===== src/rtl/multicycle_adder.sv =====
// multicycle_adder
//   Sequential adder/subtractor. It processes WIDTH-bit operands CHUNK bits per
//   clock and ripples the inter-chunk carry through a register. Operands come in
//   over a valid/ready handshake and results leave over another one. In subtract
//   mode the block computes a + ~b + 1.
//
// Ports
//   clk        in   1      rising-edge clock
//   rst_n      in   1      asynchronous active-low reset
//   in_valid   in   1      a/b/sub valid
//   in_ready   out  1      block can accept operands (registered)
//   a, b       in   WIDTH  operands
//   sub        in   1      0: a+b, 1: a-b
//   out_valid  out  1      sum/cout/ovf valid (registered)
//   out_ready  in   1      consumer accepts result
//   sum        out  WIDTH  result modulo 2^WIDTH
//   cout       out  1      carry out of MSB (for sub: 1 = no borrow)
//   ovf        out  1      two's-complement signed overflow
module multicycle_adder #(
  parameter int WIDTH = 8,
  parameter int CHUNK = 2
) (
  input  logic             clk,
  input  logic             rst_n,
  input  logic             in_valid,
  output logic             in_ready,
  input  logic [WIDTH-1:0] a,
  input  logic [WIDTH-1:0] b,
  input  logic             sub,
  output logic             out_valid,
  input  logic             out_ready,
  output logic [WIDTH-1:0] sum,
  output logic             cout,
  output logic             ovf
);

  localparam int NCHUNK = WIDTH / CHUNK;
  localparam int IDX_W  = (NCHUNK > 1) ? $clog2(NCHUNK) : 1;
  localparam logic [IDX_W-1:0] LAST_IDX = IDX_W'(NCHUNK - 1);

  typedef enum logic [1:0] {
    S_IDLE = 2'd0,
    S_CALC = 2'd1,
    S_DONE = 2'd2
  } state_e;

  // One chunk of the ripple: {carry_out, chunk_sum} = x + y + cin.
  function automatic logic [CHUNK:0] add_chunk(
    input logic [CHUNK-1:0] x,
    input logic [CHUNK-1:0] y,
    input logic             cin
  );
    add_chunk = {1'b0, x} + {1'b0, y} + {{CHUNK{1'b0}}, cin};
  endfunction

  state_e           state_q, state_d;
  logic [WIDTH-1:0] a_q, a_d;        // operand A, shifted down one chunk per CALC cycle
  logic [WIDTH-1:0] b_q, b_d;        // effective operand B (inverted for sub), shifted likewise
  logic             carry_q, carry_d;
  logic [IDX_W-1:0] idx_q, idx_d;
  logic [WIDTH-1:0] res_q, res_d;    // partial result; chunks enter at the top and shift down
  logic [WIDTH-1:0] sum_q, sum_d;
  logic             cout_q, cout_d;
  logic             ovf_q, ovf_d;
  logic             in_ready_q, in_ready_d;
  logic             out_valid_q, out_valid_d;

  logic [CHUNK:0]   chunk_add_s;
  logic [WIDTH-1:0] res_next_s;

  // Next-state, datapath and output-register logic for the IDLE/CALC/DONE sequencer.
  always_comb begin
    state_d     = state_q;
    a_d         = a_q;
    b_d         = b_q;
    carry_d     = carry_q;
    idx_d       = idx_q;
    res_d       = res_q;
    sum_d       = sum_q;
    cout_d      = cout_q;
    ovf_d       = ovf_q;
    in_ready_d  = in_ready_q;
    out_valid_d = out_valid_q;

    // The low chunk of the shifted operands is always the chunk currently being added.
    chunk_add_s = add_chunk(a_q[CHUNK-1:0], b_q[CHUNK-1:0], carry_q);
    // After NCHUNK shifts the first chunk has reached bit 0, giving the full sum in place.
    res_next_s  = (WIDTH'(chunk_add_s[CHUNK-1:0]) << (WIDTH - CHUNK)) | (res_q >> CHUNK);

    case (state_q)
      S_IDLE: begin
        if (in_valid) begin
          a_d        = a;
          b_d        = sub ? ~b : b;
          carry_d    = sub;
          idx_d      = '0;
          res_d      = '0;
          in_ready_d = 1'b0;
          state_d    = S_CALC;
        end else begin
          in_ready_d = 1'b1;
        end
      end
      S_CALC: begin
        a_d     = a_q >> CHUNK;
        b_d     = b_q >> CHUNK;
        carry_d = chunk_add_s[CHUNK];
        res_d   = res_next_s;
        if (idx_q == LAST_IDX) begin
          // Final chunk: a_q/b_q low chunk holds the original MSBs, so the sign
          // test for overflow can be taken directly from this chunk.
          idx_d       = '0;
          sum_d       = res_next_s;
          cout_d      = chunk_add_s[CHUNK];
          ovf_d       = (a_q[CHUNK-1] == b_q[CHUNK-1]) &&
                        (chunk_add_s[CHUNK-1] != a_q[CHUNK-1]);
          out_valid_d = 1'b1;
          state_d     = S_DONE;
        end else begin
          idx_d = idx_q + IDX_W'(1);
        end
      end
      S_DONE: begin
        if (out_ready) begin
          out_valid_d = 1'b0;
          in_ready_d  = 1'b1;
          state_d     = S_IDLE;
        end else begin
          out_valid_d = 1'b1;
        end
      end
      default: begin
        out_valid_d = 1'b0;
        in_ready_d  = 1'b1;
        state_d     = S_IDLE;
      end
    endcase
  end

  // State and datapath registers; reset aborts any operation in flight.
  always_ff @(posedge clk or negedge rst_n) begin
    if (!rst_n) begin
      state_q     <= S_IDLE;
      a_q         <= '0;
      b_q         <= '0;
      carry_q     <= 1'b0;
      idx_q       <= '0;
      res_q       <= '0;
      sum_q       <= '0;
      cout_q      <= 1'b0;
      ovf_q       <= 1'b0;
      in_ready_q  <= 1'b1;
      out_valid_q <= 1'b0;
    end else begin
      state_q     <= state_d;
      a_q         <= a_d;
      b_q         <= b_d;
      carry_q     <= carry_d;
      idx_q       <= idx_d;
      res_q       <= res_d;
      sum_q       <= sum_d;
      cout_q      <= cout_d;
      ovf_q       <= ovf_d;
      in_ready_q  <= in_ready_d;
      out_valid_q <= out_valid_d;
    end
  end

  assign in_ready  = in_ready_q;
  assign out_valid = out_valid_q;
  assign sum       = sum_q;
  assign cout      = cout_q;
  assign ovf       = ovf_q;

endmodule

===== config.mk =====
export PLATFORM = sky130hd
export DESIGN_NAME = multicycle_adder
export DESIGN_NICKNAME = d
export VERILOG_FILES = /design/src/rtl/multicycle_adder.sv
export SDC_FILE = /design/constraint.sdc
export NUM_CORES = 1
export LEC_CHECK = 0
export ABC_AREA = 1
export BUFFER_PORTS_ARGS = -buffer_cell sky130_fd_sc_hd__buf_4
export CAP_MARGIN = 20
export CELL_PAD_IN_SITES_DETAIL_PLACEMENT = 1
export CELL_PAD_IN_SITES_GLOBAL_PLACEMENT = 1
export CORE_UTILIZATION = 36
export DETAILED_ROUTE_END_ITERATION = 7
export PLACE_DENSITY_LB_ADDON = 0.08
export SYNTH_ARGS = -nofsm -noshare
export SYNTH_HDL_FRONTEND = slang
export SYNTH_SLANG_ARGS = --single-unit

===== constraint.sdc =====
create_clock -name clk -period 1.5 [get_ports clk]
set_input_delay 0.15 -clock clk [delete_from_list [all_inputs] [get_ports clk]]
set_output_delay 0.15 -clock clk [all_outputs]
set_load 0.02 [all_outputs]

Word-level counts from Yosys, hierarchy flattened
Cells that the tools add are included.
Widths: inputs -> output; s select.
- add/sub/neg operators: 3
- $mul: 0
- divide/modulo/power cells: 0
- $lt $le $gt $ge: 0
- equal/unequal tests: 8
- shift-type cells: 0
- multiplexer cells: 22
- bitwise logic cells: 4
- reduce and logical (&&, ||, !) cells: 8
- operator list (operator ; number):
    $pmux 8 s2 ; 3
    $mux 8 ; 4
    $mux 2 ; 5
    $not 8->8 ; 1
    $or 8x6->8 ; 1
    $reduce_and 2->1 ; 4
    $ne 2x2->1 const B ; 3
    $pmux 1 s3 ; 2
    $pmux 2 s3 ; 1
    $mux 1 ; 5
    $eq 2x2->1 const B ; 2
    $pmux 2 s2 ; 1
    $add 2x2->3 ; 1
    $add 3x1->3 ; 1
    $reduce_and 3->1 ; 1
    $add 2x1->2 const B ; 1
    $eq 2x1->1 const B ; 1
    $logic_not 2->1 ; 1
    $not 1->1 ; 2
    $pmux 1 s2 ; 1
    $reduce_bool 2->1 ; 1
    $eq 1x1->1 ; 1
    $logic_and 1x1->1 ; 1
    $ne 1x1->1 ; 1
- register bits: 41
- bits in latches: 0
- memory bits (writable): 0
- ROM bits: 0
- input port bits: 21
- output and inout bits: 12
- logic and storage cells: 56
- memories kept: 0

Depth between registers and ports, before layout
- depth in word-level cells: 4
- mapped depth: 8
- depth with buffers taken out: 8

Least setup slack after synthesis
No wires, ideal clock.
- path type: reg-to-reg
- start: register a_q[0]
- end: register ovf_q, in the netlist ovf
- setup time: 0.083 ns
- arrival time: 1.497 ns
- data required time: 1.417 ns
- path slack: -0.080 ns
- stages on the path, launching flop included: 7
- clock period less this slack: 1.580 ns
- cell sequence: dfrtp_1 > inv_1 > fa_1 > inv_1 > fa_1 > xnor2_1 > o21ai_0
- longest elaborated chain between the ends: 4
- ends and longest elaborated chain (what ; line ; RTL):
    from (decl) ; 57 ; logic [WIDTH-1:0] a_q, a_d;
    from (signal assigned) ; 144 ; a_q <= '0;
    from (signal assigned) ; 156 ; a_q <= a_d;
    $add 2x2->3 ; 53 ; add_chunk = {1'b0, x} + {1'b0, y} + {{CHUNK{1'b0}}, cin};
    $add 3x1->3 ; 53 ;
    named net chunk_add_s[1] ; 68 ; logic [CHUNK:0] chunk_add_s;
    $ne 1x1->1 ; 116 ; (chunk_add_s[CHUNK-1] != a_q[CHUNK-1]);
    $logic_and 1x1->1 ; 115 ; ovf_d = (a_q[CHUNK-1] == b_q[CHUNK-1]) &&
    to (signal assigned) ; 163 ; ovf_q <= ovf_d;
    to (decl) ; 64 ; logic ovf_q, ovf_d;
The timed path passes the listed nets, and every way through them passes these cells.
A chain may end at the register's enable or synchronous reset.

Worst setup path after layout
- start: register a_q[0]
- end: register res_q[7]
- longest elaborated chain between the ends: 4
- ends and longest elaborated chain (what ; line ; RTL):
    $add 2x2->3 ; 53 ;
    $add 3x1->3 ; 53 ;
    named net chunk_add_s[1] ; 68 ;
    $or 8x6->8 ; 88 ; res_next_s = (WIDTH'(chunk_add_s[CHUNK-1:0]) << (WIDTH - CHUNK)) | (res_q >> CHUNK);
    $pmux 8 s2 ; 90 ; case (state_q)
    to (signal assigned) ; 160 ; res_q <= res_d;
    to (decl) ; 61 ; logic [WIDTH-1:0] res_q, res_d;
The timed path passes the listed nets, and every way through them passes these cells.

==> metrics.md <==
| Metric | Value |
|---|---|
| CP required | 1.68 ns |
| Routed WL | 4533 um |
| Initial antenna violation count | 0 |
| Drt initial violations | 46 |
| Fill count | between 600 and 700 |
| GP Congestion | 0.7061 |
| Fmax achieved | approximately 0.62 GHz |
| Post-DR wirelength/cell | ~12 um |
| Clock skew | a little under 0.005 ns |
| Hold Crit Class | in2reg |
| Startpoint Class | flop |
| Antenna Cells | 0 |
| Pin count of the biggest net entering global routing | 40 |
| Root Driver | clkbuf_8 |
| Highest routed layer | met4 |
| CTS tree | built |
| Chip width | between 70 and 80 um |
| Largest stage delay on the critical path | slightly above 0.4 ns |
| Synth top area share | 0.4887 |
| GRT overflow | 0 |
| Most Frequent Cell on Critical Path | inv_2 |
| Die Footprint | 5703 um2 |
| Sink Count | 39 |
| Failing checks | negative setup slack |
| Met2 Wirelength | around 2200 um |
| Status | complete, but fails checks |
| Routed via count | about 1,700 |
| Clock tree buffer depth | 2 |
| Vias in the first global route | 1,736 |
| Core area | a little over 5000 um2 |
| Worst slew margin | 0.6580 |
| Synth top area cells | dfrtp_1 (49%), nand2_1 (21%), o21ai_0 (5.1%), inv_1 (5.0%), ha_1 (3.9%) |
| Worst path buffer plus inverter count | 4 |
| Crit Path Category | reg2reg |
| CP max stage cell | fa_1 |
| DP Wirelength | ~3200 um |
| H-tree depth | 2 |
| Initial cell density of the core | 0.3785 |
| Synth area leader | dfrtp_1 |
| Num CTS Buffers | 5 |
| Util after Layout | 0.4971 |
| CP Cell Sequence | inv_2 > fa_2 > inv_2 > fa_1 > buf_4 > inv_4 > o21ai_1 |
| Pwr dens | between 2000 and 2500 nW/um2 |
| Detailed-router iteration count before antenna repair | 4 |
| Post-route ant nets | 0 |
| Ys Warns | 0 |
| Final min period | roughly 1.6 ns |
| IO Port Bufs | 32 |
| Proportion of layout cells with a drive suffix above 1 | 0.2483 |
| CP endpoint kind | flop |
| DR WL met3 | roughly 120 um |
| WHS | 0.05855 ns |
| Worst setup margin | -0.1132 ns |
| Gr usage total | 0.1874 |
| # setup viols final | 5 |
| First-pass GRT wire length | slightly below 8000 um |
| Crit path max-delay family | adder cells |
| Worst Tran Pin Value | around 0.51 ns |
| Max Fanout on Critical Path | 2 |
| Final hold violation count | 0 |
| Ports | 33 |
| Synth cell types | 19 |
| DRC | 0 |
| Cells after synthesis | ~250 |
| Rows | 26 |
| Arrival time at the worst endpoint | 1.80 ns |
| Worst VDD drop | 0.8375 mV |
| #FFs+latches synth | 39 |
| Part of the Yosys area used for sequential elements | 0.5023 |
| Area grow syn2layout | 31.32% |
| M1 wire length | about 2100 um |
| Slew Viols, Final | 0 |
| Clock latency on the worst-skew pair | 0.30 ns |
| Syn Std Cell Area | about 1900 um2 |
| Die height | around 76 um |
| Syn Nets | 277 |
| CTS clock-pin slew for the worst setup and hold paths | 0.08 ns |
| Pleak | about 1.4 nW |
| Vias/cell | approximately 4.5 |
| RSZ-0062 raised after global routing | yes |
| Syn Area/Cell | just under 8 um2 |
| Layout net count | 330 |
| Dpl ws | -0.1537 ns |
| Fin crit share | 1.075 |
| Max-cap violations | 0 |
==> report_power, final <==
part           total (W)  switching [W]  internal, W
sequential       0.00172       0.000228      0.00150
combinational    0.00278        0.00153      0.00125
clock           0.000890       0.000395     0.000495
==> cell families after synthesis <==
| family | after synthesis | synth area share |
|---|---|---|
| adder cells (fa/ha/maj) | 8 | 0.05916 |
| buffers and inverters | 35 | 0.08038 |
| AO/OA/AOI/OAI | 23 | 0.05916 |
| flip-flops | 39 | 0.5023 |
| XOR/XNOR | 3 | 0.01351 |
| AND/OR/NAND/NOR | 140 | 0.2855 |
==> cell usage after synthesis (all sizes together) <==
cell type / number
ha: 6
or2: 1
dfrtp: 38
nor2: 16
inv: 27
dfstp: 1
o21ai: 23
nand3: 10
buf: 8
xnor2: 3
fa: 2
nand2: 112
nand4: 1
==> layer usage <==
layer  vias up  GRT usage
met5         -          0
met4         0    0.06173
met3         6    0.03571
met2        28     0.3264
met1       786     0.2343
li1        854          -
==> final cells by class <==
cell class              count  area (um2)  share of cell area
flip-flops and latches     39       977.2              0.3825
multi-input cells         174       837.1              0.3276
repair buffers             54       436.7              0.1709
inverters                  27       103.9             0.04065
well taps                  70       87.58             0.03428
clock buffers               5       68.82             0.02693
clock inverters             3       43.79             0.01714
==> final timing paths <==
kind                             start  slack [ns]  cells after the start  endpoint
worst max register to register  a_q[0]       -0.11                      7  res_q[7]
max in group asynchronous        rst_n        0.76                      2  in_ready
worst max-delay path            a_q[0]       -0.11                      7  res_q[7]
worst min-delay path              a[6]        0.06                      3    a_q[6]
worst min register to register  a_q[6]        0.48                      2    a_q[6]
min in group asynchronous        rst_n        0.35                      2    sum[1]
==> layout by cell type (no fill, tap or decap), drive strengths merged <==
cell type | netlist | layout
nand2 | 112 | 112
nor2 | 16 | 16
xnor2 | 3 | 3
nand3 | 10 | 10
clkbuf | 0 | 5
inv | 27 | 27
dfstp | 1 | 1
fa | 2 | 2
o21ai | 23 | 23
or2 | 1 | 1
ha | 6 | 6
buf | 8 | 53
clkinv | 0 | 2
nand4 | 1 | 1
dlygate4sd3 | 0 | 1
dfrtp | 38 | 38
bufinv | 0 | 1
==> metrics by stage <==
stage / total power (W) / setup TNS, ns / cell area, um2 / std cells
floorplan: 0.003311 / -0.07098 / 1948 / 248
global placement: 0.004241 / -0.1333 / 2374 / 359
detailed placement: 0.004335 / -0.3477 / 2374 / 359
CTS: 0.005295 / -0.4140 / 2506 / 369
global route: 0.005941 / -0.8304 / 2555 / 372
finish: 0.005393 / -0.3592 / 2555 / 372
==> timing repair <==
action	in CTS	in global routing
endpoints found under the setup margin	6	33
hold buffers	1	0
pin swaps	3	2
endpoints found under the hold margin	38	0
setup buffers	1	3
resized for setup	1	13
==> worst register-to-register path: stages, from the launching register on <==
cell     delay (ns)
dfrtp_1        0.35
inv_2          0.05
fa_2           0.38
inv_2          0.07
fa_1           0.41
buf_4          0.16
inv_4          0.04
o21ai_1        0.05
==> registers in the layout (all words and copies together) (netlist names) <==
signal     count
carry_q        1
a_q            8
res_q          6
cout           1
b_q            8
out_valid      1
sum            8
ovf            1
state_q        2
in_ready       1
idx_q          2
(Power assumes the default switching activity.)
